`src/rtl/keylock_pkg.sv`:
```
// Shared keylock link definitions: symbol width, receiver state type, default frame shape.
// Used by both the multi-digit sender and the multireceive receiver.
package keylock_pkg;
  localparam int SYM_W      = 3;
  localparam int DEF_DIGITS = 6;
  localparam int DEF_SETTLE = 1000;

  typedef enum logic [1:0] {
    WAIT_HIGH = 2'd0,
    QUAL_HIGH = 2'd1,
    WAIT_LOW  = 2'd2,
    QUAL_LOW  = 2'd3
  } rx_state_t;
endpackage

```
`src/rtl/level_qualifier.sv`:
```
// Two-flop synchroniser plus settle qualification of one asynchronous level; o_rise/o_fall fire on
// the cycle the level has been seen stable for SETTLE samples (2+SETTLE after the pin edge); no backpressure.
module level_qualifier
  import keylock_pkg::*;
#(
  parameter int SETTLE = DEF_SETTLE
) (
  input  logic i_clk,
  input  logic i_reset,
  input  logic i_clear,
  input  logic i_lvl,
  output logic o_sync,
  output logic o_rise,
  output logic o_fall
);
  localparam int CNT_W = $clog2(SETTLE + 1);
  localparam logic [CNT_W-1:0] CNT_LAST = CNT_W'(SETTLE - 1);

  logic            r_s1, r_s2;
  rx_state_t       r_state;
  logic [CNT_W-1:0] r_cnt;

  assign o_sync = r_s2;
  // Events are combinational so the caller samples its data on the same edge the level qualifies.
  assign o_rise = !i_clear && (r_state == QUAL_HIGH) &&  r_s2 && (r_cnt >= CNT_LAST);
  assign o_fall = !i_clear && (r_state == QUAL_LOW)  && !r_s2 && (r_cnt >= CNT_LAST);

  always_ff @(posedge i_clk) begin
    if (i_reset) begin
      r_s1    <= 1'b0;
      r_s2    <= 1'b0;
      r_state <= WAIT_HIGH;
      r_cnt   <= '0;
    end else begin
      r_s1 <= i_lvl;
      r_s2 <= r_s1;
      if (i_clear) begin
        r_state <= WAIT_HIGH;
        r_cnt   <= '0;
      end else begin
        case (r_state)
          WAIT_HIGH: if (r_s2) begin
            r_state <= QUAL_HIGH;
            r_cnt   <= CNT_W'(1);
          end
          QUAL_HIGH: if (!r_s2) begin
            r_state <= WAIT_HIGH;
            r_cnt   <= '0;
          end else if (r_cnt >= CNT_LAST) begin
            r_state <= WAIT_LOW;
            r_cnt   <= '0;
          end else begin
            r_cnt <= r_cnt + 1'b1;
          end
          WAIT_LOW: if (!r_s2) begin
            r_state <= QUAL_LOW;
            r_cnt   <= CNT_W'(1);
          end
          QUAL_LOW: if (r_s2) begin
            r_state <= WAIT_LOW;
            r_cnt   <= '0;
          end else if (r_cnt >= CNT_LAST) begin
            r_state <= WAIT_HIGH;
            r_cnt   <= '0;
          end else begin
            r_cnt <= r_cnt + 1'b1;
          end
          default: begin
            r_state <= WAIT_HIGH;
            r_cnt   <= '0;
          end
        endcase
      end
    end
  end
endmodule

```
`src/rtl/multireceive.sv`:
```
// Receives the 3-bit parallel symbol link and packs DIGITS symbols into data; valid pulses the cycle
// after the final capture; no backpressure. MULTIRECEIVE_TIMEOUT_EN enables the stalled-frame abort (err).
module multireceive
  import keylock_pkg::*;
#(
  parameter int DIGITS  = DEF_DIGITS,
  parameter int SETTLE  = DEF_SETTLE,
  parameter int TIMEOUT = 2400000
) (
  input  logic                    hwclk,
  input  logic                    reset,
  input  logic                    enabled,
  input  logic                    in0,
  input  logic                    in1,
  input  logic                    in2,
  input  logic                    controlIn,
  output logic [SYM_W*DIGITS-1:0] data,
  output logic                    valid,
  output logic                    busy,
  output logic                    err
);
  localparam int IDX_W = (DIGITS > 1) ? $clog2(DIGITS) : 1;
  localparam logic [IDX_W-1:0] IDX_LAST = IDX_W'(DIGITS - 1);

  logic [SYM_W-1:0]        r_d1, r_d2;
  logic [IDX_W-1:0]        r_idx;
  logic [SYM_W*DIGITS-1:0] r_shadow, r_data, w_frame;
  logic                    r_valid;
  logic                    w_sync, w_take, w_fall, w_abort, w_clear, w_unused;

  always_ff @(posedge hwclk) begin
    if (reset) begin
      r_d1 <= '0;
      r_d2 <= '0;
    end else begin
      r_d1 <= {in2, in1, in0};
      r_d2 <= r_d1;
    end
  end

  assign w_clear = !enabled || w_abort;

  level_qualifier #(.SETTLE(SETTLE)) u_strobe (
    .i_clk   (hwclk),
    .i_reset (reset),
    .i_clear (w_clear),
    .i_lvl   (controlIn),
    .o_sync  (w_sync),
    .o_rise  (w_take),
    .o_fall  (w_fall)
  );

  // Shadow with the symbol being taken merged in, so the last symbol goes straight to data.
  always_comb begin
    w_frame = r_shadow;
    w_frame[r_idx*SYM_W +: SYM_W] = r_d2;
  end

  always_ff @(posedge hwclk) begin
    if (reset) begin
      r_idx    <= '0;
      r_shadow <= '0;
      r_data   <= '0;
      r_valid  <= 1'b0;
    end else begin
      r_valid <= 1'b0;
      if (w_clear) begin
        r_idx    <= '0;
        r_shadow <= '0;
      end else if (w_take) begin
        if (r_idx == IDX_LAST) begin
          r_idx    <= '0;
          r_shadow <= '0;
          r_data   <= w_frame;
          r_valid  <= 1'b1;
        end else begin
          r_idx    <= r_idx + 1'b1;
          r_shadow <= w_frame;
        end
      end
    end
  end

`ifdef MULTIRECEIVE_TIMEOUT_EN
  localparam int TO_W = $clog2(TIMEOUT + 1);
  localparam logic [TO_W-1:0] TO_LAST = TO_W'(TIMEOUT - 1);

  logic [TO_W-1:0] r_to;
  logic            r_err;

  assign w_abort = enabled && busy && !w_sync && (r_to == TO_LAST);

  always_ff @(posedge hwclk) begin
    if (reset) begin
      r_to  <= '0;
      r_err <= 1'b0;
    end else begin
      r_err <= w_abort;
      if (!enabled || !busy || w_sync || w_abort) r_to <= '0;
      else                                        r_to <= r_to + 1'b1;
    end
  end

  assign err      = r_err;
  assign w_unused = w_fall;
`else
  assign w_abort  = 1'b0;
  assign err      = 1'b0;
  assign w_unused = ^{w_fall, w_sync, (TIMEOUT > 0)};
`endif

  assign data  = r_data;
  assign valid = r_valid;
  assign busy  = (r_idx != '0);
endmodule

```
`config.mk`:
```
export PLATFORM = sky130hd
export DESIGN_NAME = multireceive
export DESIGN_NICKNAME = d
export VERILOG_FILES = /design/src/rtl/keylock_pkg.sv /design/src/rtl/level_qualifier.sv /design/src/rtl/multireceive.sv
export SDC_FILE = /design/constraint.sdc
export NUM_CORES = 1
export LEC_CHECK = 0
export ABC_AREA = 0
export BUFFER_PORTS_ARGS = -buffer_cell sky130_fd_sc_hd__buf_2
export CAP_MARGIN = 0
export CORE_MARGIN = 3
export CORE_UTILIZATION = 60
export DETAILED_ROUTE_END_ITERATION = 10
export PLACE_DENSITY = 0.85
export SLEW_MARGIN = 10
export SYNTH_ARGS = -nofsm -noshare
export SYNTH_HDL_FRONTEND = slang
export SYNTH_SLANG_ARGS = --single-unit
```
`constraint.sdc`:
```
create_clock -name hwclk -period 6.06 [get_ports hwclk]
set_input_delay 0.909 -clock hwclk [delete_from_list [all_inputs] [get_ports hwclk]]
set_output_delay 0.909 -clock hwclk [all_outputs]
set_load 0.01 [all_outputs]
```
Word level (Yosys, flattened, before mapping):

Index checks and enable logic that the tools add are counted.

* add/sub/neg operators: 3
* multiply operators: 1
* $lt $le $gt $ge: 1
* eq/ne operators: 8
* shift operators: 2
* muxes and demuxes: 17
* bitwise operators: 2
* reduce and logical (&&, ||, !) cells: 10

Operators by type and width (number)
* $mux W10: 5
* $pmux W10 S4: 1
* $neg A5 Y34: 1
* $shift A3 B34 Y18 const A: 1
* $shiftx A3 B34 Y18: 1
* $bwmux W18: 1
* $mux W18: 1
* $mux W2: 6
* $add A10 B1 Y10 const B: 1
* $ge A10 B10 Y1 const B: 1
* $pmux W2 S4: 1
* $mul A3 B2 Y5 const B: 1
* $eq A2 B2 Y1 const B: 2
* $reduce_and A4 Y1: 1
* $add A3 B1 Y3 const B: 1
* $eq A3 B3 Y1 const B: 1
* $logic_and A1 B1 Y1: 3
* $mux W3: 1
* $ne A3 B2 Y1 const B: 1
* $ne A3 B3 Y1 const B: 1
* $reduce_and A3 Y1: 1
* $reduce_bool A3 Y1: 1
* $reduce_or A3 Y1: 1
* $eq A2 B1 Y1 const B: 1
* other kinds (7): 8

* bits in registers: 60
* output and inout port bits: 21
* word-level logic and storage cells: 54

Depth between registers and ports, before layout:

Gate-level depths: netlist of run 1.

* depth after elaboration: 6
* depth in mapped cells: 8

Hierarchy:

A second synthesis of run 1 with hierarchy kept.

* cells, all modules: 293
* area, all modules: 2621.3 µm²

By module, submodules not included
* multireceive: times used 1, cells each 220, area each 1948.1 µm², seq. area each 920.9 µm²
* level_qualifier: times used 1, cells each 73, area each 673.1 µm², seq. area each 280.3 µm²

Worst setup path after synthesis of run 1:

Ideal clock, no wire load.

* path type: flip-flop to flip-flop
* start point: reg r_idx[0]
* end point: reg r_shadow[0]
* arrival: 2088 ps
* required time: 5938 ps
* setup slack: 3850 ps
* stages on the path, launching flop included: 8
* clock period less this slack: 2210 ps
* cells stage by stage: dfxtp_1 -> clkbuf_1 -> inv_1 -> ha_1 -> ha_1 -> or4_1 -> o21ai_0 -> a21oi_1

* cells in the longest elaborated chain, start to end: 5
* elaborated cells between the ends (all ways): 7
* those cells by class: add/sub: 1; mul: 1; eq/ne: 1; shift: 2; mux: 2

Ends and longest elaborated chain
* from (decl): RTL line multireceive.sv:26 `logic [IDX_W-1:0] r_idx;`
* from (signal assigned): RTL line multireceive.sv:77 `r_idx <= r_idx + 1'b1;`
* $mul A3 B2 Y5: RTL line multireceive.sv:56 `w_frame[r_idx*SYM_W +: SYM_W] = r_d2;`
* $neg A5 Y34: RTL line multireceive.sv:56
* $shiftx A3 B34 Y18 / $shift A3 B34 Y18 (equally long branches): RTL line multireceive.sv:56
* $bwmux W18: RTL line multireceive.sv:56
* $mux W18 *: RTL line multireceive.sv:71 `if (r_idx == IDX_LAST) begin`
* to (signal assigned): RTL line multireceive.sv:78 `r_shadow <= w_frame;`
* to (decl): RTL line multireceive.sv:27 `logic [SYM_W*DIGITS-1:0] r_shadow, r_data, w_frame;`

Mark *: on every way between the ends. The rest lies on a longest branch, timed or not.
A chain may end at the register's enable or synchronous reset.

Final worst setup path of run 1:

* start point: reg u_strobe.r_state[0]
* end point: reg r_idx[2]

* cells in the longest elaborated chain, start to end: 4

Ends and longest elaborated chain
* from (decl): RTL line level_qualifier.sv:20 `rx_state_t r_state;`
* from (signal assigned): RTL line level_qualifier.sv:32 `r_state <= WAIT_HIGH;`
* from (signal assigned): RTL line level_qualifier.sv:38 `r_state <= WAIT_HIGH;`
* from (signal assigned): RTL line level_qualifier.sv:43 `r_state <= QUAL_HIGH;`
* $eq A2 B1 Y1: RTL line level_qualifier.sv:25 `assign o_rise = !i_clear && (r_state == QUAL_HIGH) && r_s2 && (r_cnt >= CNT_LAST);`
* $logic_and A1 B1 Y1 (3 in a row): RTL line level_qualifier.sv:25

No other way between the ends.

==> results_dict.tcl, run 1 <==
set metrics [dict create \
    worstPathArrival_ps 3110 \
    drt-wirelength-per-cell_um 14.4 \
    worst_pin_slew_ps 768 \
    worstHoldEndpoint "u_strobe.o_sync$_SDFF_PP0_" \
    clock.fmax_mhz 347 \
    syn-instance-count 321 \
    synthArstFlopShare_pct 0 \
    wirelength_um 5620 \
    overflow 0 \
    io_buffers 26 \
    cts_tree "built" \
    r2r_cells 4 \
    drive_gt1_share_pct 14.1 \
    synthSimpleGateAreaFrac_pct 25.8 \
    setup_viol 0 \
    drc_errors 0 \
    cts.sinks 60 \
    rrSetupSlack_ps 3180 \
    syn2layout_area_growth_pct 8.60 \
    power_uw 702 \
    synth_area_um2 2690 \
    insertion_delay_ps 340 \
    ctsResizeCount 0 \
    num_rows 23 \
    cts-htree-levels 3 \
    vdd_drop_max_mv 0.163 \
    r2r_start "u_strobe.r_state[0]$_SDFFE_PP0P_" \
    synth-compound-area-share_pct 16.9 \
    clk_pin_slew_ps 60 \
    fin_skew_ps 7.03 \
    cts-buffers-inserted 9 \
    ys_types 42 \
    postCtsSetupBuffers 0 \
    cap_violations 0 \
    hold_depth 1 \
    start_util_pct 64.5 \
    grt_max_degree 30 \
    yosysSeqAreaShare_pct 44.6 \
    synth_nets 335 \
    globalplace.congestion 0.850 \
    setup_tns_ps 0 \
    yosys_most_used_dff "dfxtp_1" \
    path_max_fanout 21 \
    rsz0062_at_grt "false" \
    yosys_warnings 0 \
    die_w_um 73.0 \
    ys_seq_elements 60 \
    relSlewSlack_pct 48.6 \
    antenna_found_initial 0 \
    dr.pass1.iters 4 \
    r2r_end "r_idx[2]$_SDFFE_PP0P_" \
    status "finished, final reports clean" \
    critPathKind "reg -> reg" \
    slew_viol_final 0 \
    cts_root_buf "clkbuf_8" \
    first_global_vias 2021 \
    clk_path_buf_depth 2 \
    hold_path.class "reg -> reg" \
    synth_edf_count 0 \
    ant_nets 0 \
    period_share_pct 47.5 \
    cp-start-kind "flop" \
    synth_area_per_cell_um2 8.39 \
    hold_buffers 0 \
    num_vias 2297 \
    required_ps 6290 \
    hold_start "u_strobe.r_s1$_SDFF_PP0_" \
    min_period_ps 2880 \
    synth_top_family_by_area "simple AND/OR/NAND/NOR gates" \
    crit_path_end_kind "flop" \
    power_density_nw_per_um2 240 \
    die-area_um2 5330 \
    nets 351 \
    routed_via_density 5.87 \
    p_leak_uw 0.00110 \
    synthXorXnorAreaFrac_pct 1.95 \
    num_antenna_cells 0 \
    die_y_um 73.0 \
    synth_mux_area_share_pct 2.51 \
    ios 28 \
    dp_hpwl_um 3590 \
    drt_iter0_markers 147 \
    yosys.area_share.adder_pct 3.25 \
    core-area_um2 4170 \
    hold_viol 0 \
    grt_pass1_wl_um 9490 \
    grtUsageTotal_pct 22.9 \
]
[power by group]
part / switching (uW) / total (uW) / internal (uW)
Sequential: 3.29 / 400 / 397
Clock: 144 / 288 / 144
Combinational: 9.77 / 14.0 / 4.20
Total: 157 / 702 / 545
[cells in the final DEF (no fill, tap or decap), types with 2 or more instances in the layout]
cell type / n
dfxtp_1: 60
nand2_1: 56
a21oi_1: 41
buf_2: 26
nand3_1: 18
nor3_1: 13
o21ai_0: 13
nor2_1: 11
nor2b_1: 10
clkbuf_8: 9
ha_1: 7
and3_1: 6
nand4_1: 6
mux2_2: 6
inv_1: 5
and4_1: 4
nand3b_1: 4
o21a_1: 3
xnor2_1: 3
o211ai_1: 3
xor2_1: 3
a22o_1: 3
a211oi_1: 3
a221oi_1: 3
clkbuf_1: 3
clkinv_2: 3
or4_1: 2
and4b_1: 2
or3_1: 2
[cells in the mapped netlist, types with 2 or more instances]
cell type | instances | area share, %
and4_1 | 4 | 1.3
o21ai_0 | 13 | 2.4
xnor2_1 | 3 | 0.98
nor2b_1 | 10 | 2.3
ha_1 | 7 | 3.3
xor2_1 | 3 | 0.98
and3_1 | 6 | 1.4
nand2_1 | 56 | 7.8
and4b_1 | 2 | 0.74
a221oi_1 | 3 | 0.98
buf_4 | 2 | 0.56
nand4_1 | 6 | 1.4
dfxtp_1 | 60 | 45
a211oi_1 | 3 | 0.84
mux2_2 | 6 | 2.5
clkbuf_1 | 9 | 1.3
or3_1 | 2 | 0.46
o211ai_1 | 3 | 0.84
nand3b_1 | 4 | 1.1
nor2_1 | 11 | 1.5
nor3_1 | 13 | 2.4
buf_6 | 2 | 0.84
or4_1 | 2 | 0.56
buf_2 | 8 | 1.5
nand3_1 | 18 | 3.3
o21a_1 | 3 | 0.84
inv_1 | 5 | 0.70
a22o_1 | 3 | 0.98
a21oi_1 | 41 | 7.6
[worst max-delay path by stage]
stage	end	from	slack (ps)
after floorplan	r_shadow[0]$_SDFFE_PP0P_	r_idx[0]$_SDFFE_PP0P_	3850
after global placement	r_idx[2]$_SDFFE_PP0P_	enabled	2900
after detailed placement	r_idx[2]$_SDFFE_PP0P_	enabled	2860
after CTS	r_idx[2]$_SDFFE_PP0P_	u_strobe.r_state[0]$_SDFFE_PP0P_	3150
after global routing	r_idx[2]$_SDFFE_PP0P_	u_strobe.r_state[0]$_SDFFE_PP0P_	2890
final	r_idx[2]$_SDFFE_PP0P_	u_strobe.r_state[0]$_SDFFE_PP0P_	3180
[worst max-delay path: stages, from the launching register on]
cell and delay [ps]:
dfxtp_1 660, and4b_1 390, nand4_1 640, nand2_1 840
o21ba_2 250
[logic make-up after synthesis]
logic type	count (synthesis)
AOI/OAI and AO/OA	76
muxes	6
DFF	60
other	1
and+or+nand+nor	139
adders and majority gates	7
xor gates and xnor gates	6
buffers and inverters	26
[area by class of cell]
class | instances | area [um2]
Timing Repair Buffer | 26 | 130
Inverter | 5 | 18.8
Clock inverter | 3 | 15.0
Tap cell | 50 | 62.6
Multi-Input combinational cell | 235 | 1360
Clock buffer | 12 | 135
Fill cell | 340 | 1250
Sequential cell | 60 | 1200
[routing by layer]
layer | track usage (%) | part of all wire (%) | up-vias
li1 | - | - | 1165
met1 | 30.4 | 46 | 1054
met2 | 35.3 | 46 | 68
met3 | 4.96 | 6.3 | 10
met4 | 11.1 | 1.6 | 0
met5 | 0 | 0 | -
[registers in the layout, indices dropped and copies added, names as in the netlist, named ones only]
signal / flops
u_strobe.r_state: 1
valid: 1
r_idx: 3
u_strobe.r_cnt: 10
u_strobe.o_sync: 1
r_d1: 3
data: 18
u_strobe.r_s1: 1
r_shadow: 18
r_d2: 3
[metrics by stage]
stage	cells	hold slack (ps)	utilization [%]	cell area [um2]	setup WS [ps]
CTS	391	442	70.1	2920	3150
global placement	376	416	66.5	2770	2900
finish	391	438	70.1	2920	3180
detailed placement	376	428	66.5	2770	2860
global route	391	450	70.1	2920	2890
floorplan	321	414	-	2690	3850
Power figures use the tool's default switching activity.
==> run 2: changes to the inputs <==
--- a/config.mk
+++ b/config.mk
@@ -9,9 +9,9 @@
 export BUFFER_PORTS_ARGS = -buffer_cell sky130_fd_sc_hd__buf_2
 export CAP_MARGIN = 0
 export CORE_MARGIN = 3
-export CORE_UTILIZATION = 60
+export CORE_UTILIZATION = 58
 export DETAILED_ROUTE_END_ITERATION = 10
-export PLACE_DENSITY = 0.85
+export PLACE_DENSITY = 0.83
 export SLEW_MARGIN = 10
 export SYNTH_ARGS = -nofsm -noshare
 export SYNTH_HDL_FRONTEND = slang
==> constraint.sdc (replaced) <==
create_clock -name hwclk -period 2.9 [get_ports hwclk]
set_input_delay 0.435 -clock hwclk [delete_from_list [all_inputs] [get_ports hwclk]]
set_output_delay 0.435 -clock hwclk [all_outputs]
set_load 0.01 [all_outputs]
==> results_dict.tcl, run 2 (synthesis gave the netlist of run 1 again) <==
set metrics [dict create \
    clk_pin_slew_ps 70 \
    wirelength_um 5450 \
    ant_nets 0 \
    crit_path_max_incr_delay_ps 570 \
    grt_pass1_wl_um 9130 \
    setup_viol 0 \
    core-area_um2 4410 \
    insertion_delay_ps 340 \
    syn2layout_area_growth_pct 11.2 \
    rrSetupSlack_ps 490 \
    ctsResizeCount 0 \
    relSlewSlack_pct 55.1 \
    fin_hold_ws_ps 304 \
    cpMaxStageDelayCell "dfxtp_1" \
    postCtsSetupBuffers 0 \
    fin_skew_ps 8.25 \
    period_share_pct 83.2 \
    clock.fmax_mhz 415 \
    nets 353 \
    path_max_fanout 14 \
    dr.pass1.iters 4 \
    io_buffers 26 \
    cts_tree "built" \
    regArea_um2 1200 \
    overflow 0 \
    dp_cells 380 \
    critPathKind "reg -> reg" \
    p_leak_uw 0.00113 \
    worst_pin_slew_ps 673 \
    cap_violations 0 \
    num_antenna_cells 0 \
    multi_input_area_um2 1360 \
    cts_root_buf "clkbuf_8" \
    die-area_um2 5500 \
    globalplace.congestion 0.830 \
    crit_path_end_kind "flop" \
    status "finished, final reports clean" \
    worstPathCellList "inv_1, ha_1, ha_1, o21ai_0, nor3_1, a221oi_1, nor3_1" \
    routed_via_density 5.68 \
    hold_path.class "in -> reg" \
    cts-htree-levels 3 \
    hold_buffers 0 \
    required_ps 3170 \
    first_global_vias 1971 \
    start_util_pct 61.0 \
    drt-wirelength-per-cell_um 13.8 \
    hold_viol 0 \
    ios 28 \
    die_w_um 74.1 \
    cts.sinks 60 \
    antenna_found_initial 0 \
    num_vias 2249 \
    vdd_drop_max_mv 0.468 \
    layout_commonest_cell "dfxtp_1" \
    final_cell_mix "dfxtp_1, nand2_1, a21oi_1" \
    cp-start-kind "flop" \
    num_rows 24 \
    grt_max_degree 30 \
    cts-buffers-inserted 9 \
    drt_iter0_markers 116 \
    clk_path_buf_depth 2 \
    power_density_nw_per_um2 544 \
    fillCellCount 359 \
    drc_errors 0 \
    rsz0062_at_grt "false" \
    worstPathArrival_ps 2680 \
    die_y_um 74.1 \
    dp_hpwl_um 3620 \
    setup_tns_ps 0 \
    slew_viol_final 0 \
    min_period_ps 2410 \
    grtUsageTotal_pct 21.8 \
    final_cells 396 \
    drive_gt1_share_pct 15.4 \
]
-- run 2: cell count changes in the layout (fill, tap and decap cells not counted), sizes merged --
cell | before | now
clkinv | 3 | 2
bufinv | 0 | 1
buf | 26 | 28
clkinvlp | 0 | 1
-- run 2: through the flow --
step | util, % | area [um2] | setup slack, ps | power [uW]
floorplan | - | 2690 | 690 | 874
global placement | 63.2 | 2790 | 623 | 883
detailed placement | 63.2 | 2790 | 500 | 884
CTS | 67.8 | 2990 | 480 | 1640
global route | 67.8 | 2990 | 134 | 1680
finish | 67.8 | 2990 | 488 | 1630
-- run 2: final timing paths --
check                                            from                    to  cells after the start
worst min-delay path                              in2    r_d1[2]$_SDFF_PP0_                      2
worst max-delay path            r_idx[0]$_SDFFE_PP0P_  data[6]$_SDFFE_PP0P_                      7
worst max register to register  r_idx[0]$_SDFFE_PP0P_  data[6]$_SDFFE_PP0P_                      7
worst min register to register     r_d1[0]$_SDFF_PP0_    r_d2[0]$_SDFF_PP0_                      1
-- run 2: power breakdown --
group	internal, uW	switching (uW)
Clock	441	322
Combinational	9.61	19.4
Sequential	830	6.74
-- run 2: critical path, delay by kind of cell (launching register included) --
| kind | cells | cell delay [ps] |
|---|---|---|
| buffers and inverters | 1 | 120 |
| adders and majority gates | 2 | 620 |
| and+or+nand+nor | 2 | 680 |
| DFF | 1 | 570 |
| AOI/OAI and AO/OA | 2 | 340 |
-- run 2: routing by layer --
layer | wire [um] | vias to the layer above | GRT usage (%)
li1 | - | 1174 | -
met1 | 2640 | 1026 | 28.4
met2 | 2500 | 44 | 34.0
met3 | 234 | 5 | 6.49
met4 | 74 | 0 | 8.45
met5 | 0 | - | 0
-- run 2: layout make-up --
cell class              count  share of cell area (%)
clock buffers              12                    5.18
clock inverters             4                    1.59
inverters                   5                   0.627
multi-input cells         235                    45.5
flip-flops and latches     60                    40.1
well taps                  52                    2.17
repair buffers             28                    4.85
==> run 3: changes to the inputs <==
==> constraint.sdc (replaced) <==
create_clock -name hwclk -period 2.28 [get_ports hwclk]
set_input_delay 0.342 -clock hwclk [delete_from_list [all_inputs] [get_ports hwclk]]
set_output_delay 0.342 -clock hwclk [all_outputs]
set_load 0.01 [all_outputs]
==> results_dict.tcl, run 3 (synthesis gave the netlist of run 1 again) <==
set metrics [dict create \
    antenna_found_initial 0 \
    grtUsageTotal_pct 22.5 \
    syn2layout_area_growth_pct 15.0 \
    overflow 0 \
    fin_skew_ps 8.13 \
    cts_tree "built" \
    highest_layer "met4" \
    relSlewSlack_pct 61.2 \
    num_vias 2348 \
    hold_viol 0 \
    drive_gt1_share_pct 18.1 \
    layout_commonest_cell "dfxtp_1" \
    worstPathArrival_ps 2330 \
    slew_viol_final 0 \
    dp_hpwl_um 3830 \
    cp-start-kind "flop" \
    insertion_delay_ps 340 \
    setup_tns_ps 0 \
    ios 28 \
    hold_path.class "in -> reg" \
    drt_iter0_markers 135 \
    clk_path_buf_depth 2 \
    grt_pass1_wl_um 9430 \
    worst_pin_slew_ps 578 \
    die_w_um 74.1 \
    place_area_um2 2860 \
    cts_root_buf "clkbuf_8" \
    die_y_um 74.1 \
    num_antenna_cells 0 \
    wl_met1_um 2680 \
    clk_pin_slew_ps 70 \
    core-area_um2 4410 \
    crit_path_end_kind "flop" \
    rsz0062_at_grt "false" \
    cts.sinks 60 \
    p_leak_uw 0.00120 \
    fillCellCount 361 \
    routed_via_density 5.80 \
    min_period_ps 2120 \
    vdd_drop_max_mv 0.600 \
    required_ps 2490 \
    critPathKind "reg -> reg" \
    path_max_fanout 8 \
    dr.pass1.iters 4 \
    drc_errors 0 \
    ant_nets 0 \
    status "finished, final reports clean" \
    drt-wirelength-per-cell_um 14.2 \
    io_buffers 26 \
    period_share_pct 92.9 \
    clock.fmax_mhz 472 \
    cap_violations 0 \
    final_cell_mix "dfxtp_1, nand2_1, a21oi_1" \
    cts-buffers-inserted 9 \
    globalplace.congestion 0.877 \
    setup_viol 0 \
    wirelength_um 5740 \
    first_global_vias 2088 \
    power_density_nw_per_um2 715 \
    post-route-util_pct 70.1 \
    cts-htree-levels 3 \
    wl_met3_um 344 \
    die-area_um2 5500 \
    power_uw 2210 \
    start_util_pct 61.0 \
    route.met2.wl_um 2640 \
    nets 362 \
    grt_max_degree 30 \
    postCtsSetupBuffers 0 \
    num_rows 24 \
    finalInstanceArea_um2 3100 \
]
-- run 3: layer usage --
| layer | vias up | global-route usage, % |
|---|---|---|
| met2 | 62 | 34.8 |
| met1 | 1092 | 29.8 |
| met4 | 0 | 11.5 |
| met5 | - | 0 |
| met3 | 9 | 4.46 |
| li1 | 1185 | - |
-- run 3: final timing paths --
check / startpoint / end / slack (ps) / cells past startpoint
min reg2reg: u_strobe.r_s1$_SDFF_PP0_ / u_strobe.o_sync$_SDFF_PP0_ / 450 / 1
max: r_idx[1]$_SDFFE_PP0P_ / r_shadow[1]$_SDFFE_PP0P_ / 160 / 6
min: in2 / r_d1[2]$_SDFF_PP0_ / 210 / 2
max reg2reg: r_idx[1]$_SDFFE_PP0P_ / r_shadow[1]$_SDFFE_PP0P_ / 160 / 6
-- run 3: what timing repair did --
action                     4_1_cts  5_1_grt
hold buffers                     0        0
resized for setup                0        1
setup endpoints to repair        0        4
-- run 3: final cells by class --
type                    count  area (um2)  share of cell area [%]
multi-input cells         235        1360                    44.0
flip-flops and latches     60        1200                    38.8
repair buffers             37         213                    6.87
clock buffers              12         165                    5.34
clock inverters             4        70.1                    2.26
well taps                  52        65.1                    2.10
inverters                   5        18.8                   0.606
-- run 3: critical path, cell delays in order (launching register included) --
cell and delay (ps):
dfxtp_2 380, inv_1 70, ha_1 180, ha_1 370, or4_1 640, o21ai_0 240
a21oi_1 110
-- run 3: power by group --
group	internal [uW]	switching, uW	leakage [uW]	total, uW
clock	701	406	0.000122	1110
sequential	1060	8.34	0.000485	1060
combinational	15.6	27.1	0.000589	42.6
total	1770	441	0.00120	2210
-- run 3: metrics by stage --
stage	hold WS, ps	std cells	worst slack [ps]
floorplan	414	321	69.8
global placement	420	389	263
detailed placement	431	389	162
CTS	204	405	91.6
global route	227	405	73.8
finish	214	405	161
